===== config.mk =====
export PLATFORM = sky130hd
export DESIGN_NAME = poly_square_synth
export DESIGN_NICKNAME = d
export VERILOG_FILES = /design/src/rtl/audio_pkg.sv /design/src/rtl/poly_square_synth_voice.sv /design/src/rtl/poly_square_synth.sv
export SDC_FILE = /design/constraint.sdc
export NUM_CORES = 1
export LEC_CHECK = 0
export CAP_MARGIN = 20
export CORE_MARGIN = 5
export CORE_UTILIZATION = 50
export DETAILED_ROUTE_END_ITERATION = 10
export GPL_TIMING_DRIVEN = 0
export PLACE_DENSITY_LB_ADDON = 0.1
export SLEW_MARGIN = 10
export SYNTH_ARGS = -nofsm -noshare
export SYNTH_HDL_FRONTEND = slang
export SYNTH_SLANG_ARGS = --single-unit

===== constraint.sdc =====
create_clock -name clock -period 8 [get_ports clock]
set_clock_uncertainty 0.2 [all_clocks]
set_input_delay 1.6 -clock clock [delete_from_list [all_inputs] [get_ports clock]]
set_output_delay 1.6 -clock clock [all_outputs]
set_load 0.03 [all_outputs]

===== src/rtl/audio_pkg.sv =====
// Shared constants and the note lookup for the polyphonic square-wave synth.
package audio_pkg;

  localparam int HALF_PERIOD_W = 21;

  localparam logic [7:0] BREAK_CODE = 8'hF0;
  localparam logic [7:0] EXT_CODE   = 8'hE0;

  localparam logic [7:0] KEY_Q    = 8'h15;
  localparam logic [7:0] KEY_W    = 8'h1D;
  localparam logic [7:0] KEY_E    = 8'h24;
  localparam logic [7:0] KEY_R    = 8'h2D;
  localparam logic [7:0] KEY_T    = 8'h2C;
  localparam logic [7:0] KEY_Y    = 8'h35;
  localparam logic [7:0] KEY_U    = 8'h3C;
  localparam logic [7:0] KEY_I    = 8'h43;
  localparam logic [7:0] KEY_O    = 8'h44;
  localparam logic [7:0] KEY_P    = 8'h4D;
  localparam logic [7:0] KEY_LBRK = 8'h54;
  localparam logic [7:0] KEY_RBRK = 8'h5B;

  // Returns {hit, half_period}; half period is in 50 MHz clocks.
  function automatic logic [HALF_PERIOD_W:0] note_lookup(input logic [7:0] code);
    logic [HALF_PERIOD_W:0] r;
    case (code)
      KEY_Q:    r = {1'b1, 21'd95556};
      KEY_W:    r = {1'b1, 21'd90194};
      KEY_E:    r = {1'b1, 21'd85131};
      KEY_R:    r = {1'b1, 21'd80353};
      KEY_T:    r = {1'b1, 21'd75843};
      KEY_Y:    r = {1'b1, 21'd71586};
      KEY_U:    r = {1'b1, 21'd67568};
      KEY_I:    r = {1'b1, 21'd63776};
      KEY_O:    r = {1'b1, 21'd60197};
      KEY_P:    r = {1'b1, 21'd56818};
      KEY_LBRK: r = {1'b1, 21'd53629};
      KEY_RBRK: r = {1'b1, 21'd50619};
      default:  r = {1'b0, 21'd0};
    endcase
    return r;
  endfunction

endpackage


===== src/rtl/poly_square_synth_voice.sv =====
// One square-wave voice: half-period counter, output level and active bit.
module square_voice
  import audio_pkg::*;
(
  input  logic                     clock,
  input  logic                     reset,
  input  logic                     alloc,
  input  logic                     rel,
  input  logic [7:0]               code_in,
  input  logic [HALF_PERIOD_W-1:0] hp_in,
  output logic                     active,
  output logic                     level,
  output logic [7:0]               code
);

  logic                     active_q, active_d;
  logic                     level_q, level_d;
  logic [HALF_PERIOD_W-1:0] cnt_q, cnt_d;
  logic [HALF_PERIOD_W-1:0] hp_q, hp_d;
  logic [7:0]               code_q, code_d;

  // Next state: allocation wins over release; an active voice counts and toggles at half_period-1.
  always_comb begin
    active_d = active_q;
    level_d  = level_q;
    cnt_d    = cnt_q;
    hp_d     = hp_q;
    code_d   = code_q;
    if (alloc) begin
      active_d = 1'b1;
      level_d  = 1'b1;
      cnt_d    = {HALF_PERIOD_W{1'b0}};
      hp_d     = hp_in;
      code_d   = code_in;
    end else if (rel) begin
      active_d = 1'b0;
      level_d  = 1'b0;
      cnt_d    = {HALF_PERIOD_W{1'b0}};
    end else if (active_q) begin
      if (cnt_q == hp_q - 21'd1) begin
        cnt_d   = {HALF_PERIOD_W{1'b0}};
        level_d = ~level_q;
      end else begin
        cnt_d = cnt_q + 21'd1;
      end
    end else begin
      cnt_d = cnt_q;
    end
  end

  // Voice state registers.
  always_ff @(posedge clock or posedge reset) begin
    if (reset) begin
      active_q <= 1'b0;
      level_q  <= 1'b0;
      cnt_q    <= {HALF_PERIOD_W{1'b0}};
      hp_q     <= {HALF_PERIOD_W{1'b0}};
      code_q   <= 8'h00;
    end else begin
      active_q <= active_d;
      level_q  <= level_d;
      cnt_q    <= cnt_d;
      hp_q     <= hp_d;
      code_q   <= code_d;
    end
  end

  assign active = active_q;
  assign level  = level_q;
  assign code   = code_q;

endmodule


===== src/rtl/poly_square_synth.sv =====
// Polyphonic square-wave synth: PS/2 parser, voice allocator, mixer, volume and sample pacing.
module poly_square_synth
  import audio_pkg::*;
#(
  parameter int          NUM_VOICES  = 4,
  parameter int          SAMPLE_DIV  = 1042,
  parameter logic [15:0] VOLUME_INIT = 16'h3FFF,
  parameter logic [15:0] VOLUME_STEP = 16'h0800,
  parameter logic [15:0] VOLUME_MAX  = 16'h7FFF
) (
  input  logic                  clock,
  input  logic                  reset,
  input  logic [7:0]            data,
  input  logic                  valid_data,
  input  logic                  vol_up,
  input  logic                  vol_down,
  output logic [15:0]           sample_out,
  output logic                  wr,
  output logic [NUM_VOICES-1:0] active_mask,
  output logic [7:0]            last_note
);

  localparam int VIDX_W    = (NUM_VOICES > 1) ? $clog2(NUM_VOICES) : 1;
  localparam int AMP_SHIFT = $clog2(NUM_VOICES);
  localparam int DIV_W     = $clog2(SAMPLE_DIV);

  logic [NUM_VOICES-1:0] voice_active_s, voice_level_s, alloc_s, rel_s, match_s;
  logic [7:0]            voice_code_s [NUM_VOICES];

  logic                  ext_q, ext_d, brk_q, brk_d;
  logic [VIDX_W-1:0]     steal_ptr_q, steal_ptr_d;
  logic [7:0]            last_note_q, last_note_d;
  logic [15:0]           volume_q, volume_d;
  logic [DIV_W-1:0]      div_q, div_d;
  logic                  wr_q, wr_d;
  logic [15:0]           sample_q, sample_d;

  logic [HALF_PERIOD_W:0] lookup_s;
  logic                   free_found_s;
  logic [VIDX_W-1:0]      free_idx_s, target_s;
  logic [15:0]            amp_s;
  logic signed [18:0]     amp19_s, mix_s;
  logic [15:0]            sat_s;
  logic [16:0]            vol_sum_s;
  logic                   tc_s;

  for (genvar i = 0; i < NUM_VOICES; i++) begin : g_voice
    square_voice u_voice (
      .clock   (clock),
      .reset   (reset),
      .alloc   (alloc_s[i]),
      .rel     (rel_s[i]),
      .code_in (data),
      .hp_in   (lookup_s[HALF_PERIOD_W-1:0]),
      .active  (voice_active_s[i]),
      .level   (voice_level_s[i]),
      .code    (voice_code_s[i])
    );
  end

  // Parser and allocator: prefix flags, release by code match, make to lowest free voice or steal.
  always_comb begin
    ext_d        = ext_q;
    brk_d        = brk_q;
    steal_ptr_d  = steal_ptr_q;
    last_note_d  = last_note_q;
    alloc_s      = '0;
    rel_s        = '0;
    lookup_s     = note_lookup(data);
    free_found_s = 1'b0;
    free_idx_s   = '0;
    for (int i = 0; i < NUM_VOICES; i++) begin
      match_s[i] = voice_active_s[i] && (voice_code_s[i] == data);
    end
    for (int i = NUM_VOICES - 1; i >= 0; i--) begin
      free_found_s = free_found_s | ~voice_active_s[i];
      free_idx_s   = voice_active_s[i] ? free_idx_s : VIDX_W'(i);
    end
    target_s = free_found_s ? free_idx_s : steal_ptr_q;
    if (valid_data) begin
      if (data == EXT_CODE) begin
        ext_d = 1'b1;
      end else if (data == BREAK_CODE) begin
        brk_d = 1'b1;
      end else begin
        ext_d = 1'b0;
        brk_d = 1'b0;
        if (ext_q) begin
          rel_s = '0;
        end else if (brk_q) begin
          rel_s = match_s;
        end else if (lookup_s[HALF_PERIOD_W] && !(|match_s)) begin
          alloc_s[target_s] = 1'b1;
          last_note_d       = data;
          if (!free_found_s) begin
            steal_ptr_d = (steal_ptr_q == VIDX_W'(NUM_VOICES - 1)) ? '0 : steal_ptr_q + VIDX_W'(1);
          end else begin
            steal_ptr_d = steal_ptr_q;
          end
        end else begin
          alloc_s = '0;
        end
      end
    end else begin
      alloc_s = '0;
    end
  end

  // Mixer: signed sum of +/-amp over active voices, clamped to 16-bit range.
  always_comb begin
    amp_s   = volume_q >> AMP_SHIFT;
    amp19_s = signed'({3'b000, amp_s});
    mix_s   = 19'sd0;
    for (int i = 0; i < NUM_VOICES; i++) begin
      mix_s = mix_s + (voice_active_s[i] ? (voice_level_s[i] ? amp19_s : -amp19_s) : 19'sd0);
    end
    if (mix_s > 19'sd32767) begin
      sat_s = 16'h7FFF;
    end else if (mix_s < -19'sd32768) begin
      sat_s = 16'h8000;
    end else begin
      sat_s = mix_s[15:0];
    end
  end

  // Sample pacing and saturating volume control.
  always_comb begin
    tc_s      = (div_q == DIV_W'(SAMPLE_DIV - 1));
    div_d     = tc_s ? '0 : div_q + DIV_W'(1);
    wr_d      = tc_s;
    sample_d  = tc_s ? sat_s : sample_q;
    vol_sum_s = {1'b0, volume_q} + {1'b0, VOLUME_STEP};
    if (vol_up && !vol_down) begin
      volume_d = (vol_sum_s > {1'b0, VOLUME_MAX}) ? VOLUME_MAX : vol_sum_s[15:0];
    end else if (vol_down && !vol_up) begin
      volume_d = (volume_q < VOLUME_STEP) ? 16'h0000 : volume_q - VOLUME_STEP;
    end else begin
      volume_d = volume_q;
    end
  end

  // Control and output registers.
  always_ff @(posedge clock or posedge reset) begin
    if (reset) begin
      ext_q       <= 1'b0;
      brk_q       <= 1'b0;
      steal_ptr_q <= '0;
      last_note_q <= 8'h00;
      volume_q    <= VOLUME_INIT;
      div_q       <= '0;
      wr_q        <= 1'b0;
      sample_q    <= 16'h0000;
    end else begin
      ext_q       <= ext_d;
      brk_q       <= brk_d;
      steal_ptr_q <= steal_ptr_d;
      last_note_q <= last_note_d;
      volume_q    <= volume_d;
      div_q       <= div_d;
      wr_q        <= wr_d;
      sample_q    <= sample_d;
    end
  end

  assign sample_out  = sample_q;
  assign wr          = wr_q;
  assign active_mask = voice_active_s;
  assign last_note   = last_note_q;

endmodule


==> flow_metrics.py <==
metrics = {
    "setup_path": {
        "critPathSlowestCell": "or4b_2",
        "critPathRequiredTime_ns": 8.21,
        "worst_r2r_path_depth": 20,
        "startpoint_type": "flip-flop",
        "register_to_register_setup_slack_ns": 1.23,
        "critical_path_peak_fanout": 10,
        "setup.worst_path.end_class": "flip-flop",
        "timing.critical_path.arrival_ns": 6.98,
        "rr_endpoint": "sample_out[1]$_DFFE_PP0P_",
        "worst_path_largest_cell_delay_ns": 0.66,
        "cp-startpoint": "volume_q[11]$_DFFE_PP1P_",
        "cp-endpoint": "sample_out[1]$_DFFE_PP0P_",
        "critPathKind": "reg -> reg",
        "timing.rr.start": "volume_q[11]$_DFFE_PP1P_",
        "crit_chain": "clkbuf_1 > inv_1 > ha_1 > nor2b_1 > and2_0 > clkbuf_1 > or3_1 > a21boi_0 > fa_1 > fa_1 > ha_1 > o21ai_0 > a21oi_1 > o21ai_0 > and2_1 > xnor2_1 > or4b_2 > o2bb2ai_1 > buf_2 > o22ai_1",
    },
    "clock_network": {
        "cts-root-to-sink-buffers": 3,
        "postCtsHoldBufs": 0,
        "postCtsSetupRepairBufs": 0,
        "quantity_of_gates_resized_following_cts": 0,
        "number_of_h_tree_levels": 1,
        "path_clk_slew_ns": 0.06,
        "cts_inserted_buffers": 28,
        "cts_tree": "done",
        "clock_insertion_delay_worst_skew_ns": 0.55,
        "cts_root_buf": "clkbuf_16",
        "clock_sink_count": 237,
    },
    "floorplanning": {
        "die_y_um": 192,
        "num_rows": 66,
        "fp.coreArea_um2": 32600,
        "top_level_ports": 42,
        "floorplan.die_area_um2": 36900,
        "die_x_um": 192,
        "floorplan.initialDensity_pct": 50.8,
    },
    "synth": {
        "share_of_the_synthesized_area_in_the_top_cell_type_pct": 35.2,
        "ys_warn_count": 0,
        "ys_async_sr_fraction_pct": 100,
        "synth_area_leaders": "dfrtp_1 (35%), xnor2_1 (7.4%), nand2_1 (6.5%), o21ai_0 (4.0%), nor2_1 (3.9%)",
        "synthesis.instances": 1986,
        "synth-seq-area-share_pct": 35.8,
        "synth_largest_area_cell": "dfrtp_1",
        "postSynthNetCount": 2059,
        "synth_seq_cells": 237,
        "synth_flop_cell": "dfrtp_1",
        "avgSynthCellArea_um2": 8.35,
        "synthDistinctLibCells": 90,
        "syn_area_um2": 16600,
        "synth_enable_flop_cells": 0,
    },
    "routing": {
        "routed_via_density": 5.83,
        "via_count": 14700,
        "route.final.wire_length_mm": 46.0,
        "drtAntennaViolNets": 0,
        "detail_route.wl_per_cell_um": 18.2,
        "drt_pass1_iterations": 5,
        "drc_errors": 0,
        "detailedRoute.firstIterationViolations": 1107,
    },
    "grt": {
        "groute.layer.met3.usage_pct": 3.82,
        "globalRouteMet2Util_pct": 40.7,
        "global_route_wire_length_before_repair_mm": 75.8,
        "first_global_vias": 14500,
        "grt_use_met1_pct": 35.3,
        "global_route.usage.total_pct": 25.1,
        "maximum_number_of_pins_on_one_net_before_global_route_repair": 38,
        "overflow": 0,
        "grt.busiest_layer": "met2",
        "initial_antenna_violation_count": 1,
    },
    "timing": {
        "timing.final.crit_period_ns": 6.77,
        "max_clock_freq_ghz": 0.148,
        "maxSlewViolCount": 0,
        "worstMarginPinSlew_ns": 1.09,
        "setup_viol": 0,
        "finalCritPeriodShare_pct": 84.6,
        "whs_ns": 0.264,
        "finalSetupTns_ns": 0,
        "report.final.hold_viol_count": 0,
        "rsz0062_at_grt": "false",
        "slew_headroom_pct": 27.0,
    },
    "cells_and_area": {
        "diodes": 0,
        "fraction_of_layout_cells_with_a_size_suffix_above_1_pct": 6.94,
        "fill_cells": 2999,
        "finish.utilization_pct": 57.5,
        "area_growth_pct": 13.2,
        "layout_nets": 2139,
    },
    "place": {
        "hpwlAfterDp_mm": 34.2,
        "gp_congestion": 0.946,
        "place.port_buffers": 39,
    },
    "power": {
        "irDropWorstVdd_v": 0.000187,
        "cellLeakagePower_uw": 0.00799,
        "power.density_nw_per_um2": 236,
    },
    "flow_run": {
        "max_cap_viol_count": 0,
    },
    "min_path": {
        "hold_path.class": "reg -> reg",
    },
    "run_status": {
        "status": "finished clean",
    },
}
[worst max-delay path: cells and delay by family, from the launching register on]
family / cells / cell delay, ns
AOI/OAI and AO/OA: 6 / 1.42
xor gates and xnor gates: 1 / 0.13
adders and majority gates: 4 / 1.61
buffers and inverters: 4 / 1.07
DFF: 1 / 0.57
and+or+nand+nor: 5 / 1.63
[per-stage QoR]
step / std cells / instance area [µm²] / power (µW) / setup WS (ns)
floorplan: 1986 / 16600 / 2600 / 2.17
global placement: 2467 / 17500 / 2930 / 1.20
detailed placement: 2477 / 17700 / 2980 / 1.29
CTS: 2529 / 18800 / 4460 / 1.27
global route: 2530 / 18800 / 4710 / 0.815
finish: 2530 / 18800 / 4430 / 1.23
[worst min path at each step]
stage,endpoint,cells after the start,from
after global placement,last_note[3]$_DFFE_PP0P_,2,last_note[3]$_DFFE_PP0P_
final,last_note[3]$_DFFE_PP0P_,2,last_note[3]$_DFFE_PP0P_
after detailed placement,last_note[3]$_DFFE_PP0P_,2,last_note[3]$_DFFE_PP0P_
after floorplan,div_q[5]$_DFF_PP0_,1,div_q[5]$_DFF_PP0_
after CTS,last_note[3]$_DFFE_PP0P_,2,last_note[3]$_DFFE_PP0P_
after global routing,last_note[3]$_DFFE_PP0P_,2,last_note[3]$_DFFE_PP0P_
[cells by family after synthesis]
| family | count (synthesis) | share of synthesized area (%) |
|---|---|---|
| buffers and inverters | 199 | 4.91 |
| XOR/XNOR | 189 | 9.98 |
| multiplexers | 30 | 1.97 |
| adder cells (fa/ha/maj) | 60 | 5.80 |
| AO/OA/AOI/OAI | 366 | 14.0 |
| AND/OR/NAND/NOR | 905 | 27.5 |
| flip-flops | 237 | 35.8 |
[cell usage in the layout (no fill, tap or decap), types with 8 or more instances in the layout]
cell,instances
clkbuf_16,29
nand2_1,287
nor2b_1,22
and3_1,25
a21o_1,14
buf_2,16
nor3_1,65
buf_4,8
nor2_1,172
clkbuf_1,88
nand4b_1,9
nor4_1,35
xnor2_1,141
nand3_1,86
a21oi_1,67
nor3b_1,14
a31oi_1,18
xor2_1,48
ha_1,32
and2_1,20
o211ai_1,21
fa_1,28
inv_1,82
or3_1,35
o21a_1,9
mux2i_1,9
or4_1,9
nor4b_1,12
nand4_1,40
nand2b_1,26
clkdlybuf4s50_1,39
o21ai_0,134
o22ai_1,18
mux2_2,21
dfrtp_1,233
[sequential cells by signal, summed over array words and instances, names as in the netlist, 2 cells and up]
signal and count:
div_q 11, g_voice.u_voice.active 4, g_voice.u_voice.cnt_q 84, g_voice.u_voice.code 32
g_voice.u_voice.hp_q 68, g_voice.u_voice.level 4, last_note 8, sample_out 15
steal_ptr_q 2, volume_q 6
[cell usage after synthesis, drive strengths merged (25+ instances only)]
cell type / number
nor3: 67
and3: 25
clkbuf: 86
a21oi: 67
o21ai: 137
buf: 30
nor4: 37
nand3: 87
nand4: 40
xnor2: 141
or3: 38
nor2: 172
xor2: 48
inv: 83
nand2b: 26
dfrtp: 233
nand2: 287
ha: 32
fa: 28
[report_power, final]
part | leakage [µW] | internal [µW] | switching (µW)
Sequential | 0.00311 | 1330 | 150
Combinational | 0.00436 | 595 | 882
Clock | 0.000522 | 940 | 527
Total | 0.00799 | 2870 | 1560
[area by class of cell]
cell class	instances	area [µm²]	share of cell area, %
Buffer	116	502	2.67
Clock buffer	37	816	4.35
Sequential cell	237	5940	31.6
Tap cell	442	553	2.95
Multi-Input combinational cell	1550	9830	52.4
Clock inverter	15	262	1.39
Timing Repair Buffer	50	553	2.95
Inverter	83	315	1.68
[layer usage]
metal / share of wire [%] / vias to the layer above
met1: 46 / 7162
met2: 45 / 413
met5: 0 / -
met4: 2.6 / 0
met3: 5.7 / 78
li1: - / 7092
Power figures use the tool's default switching activity.
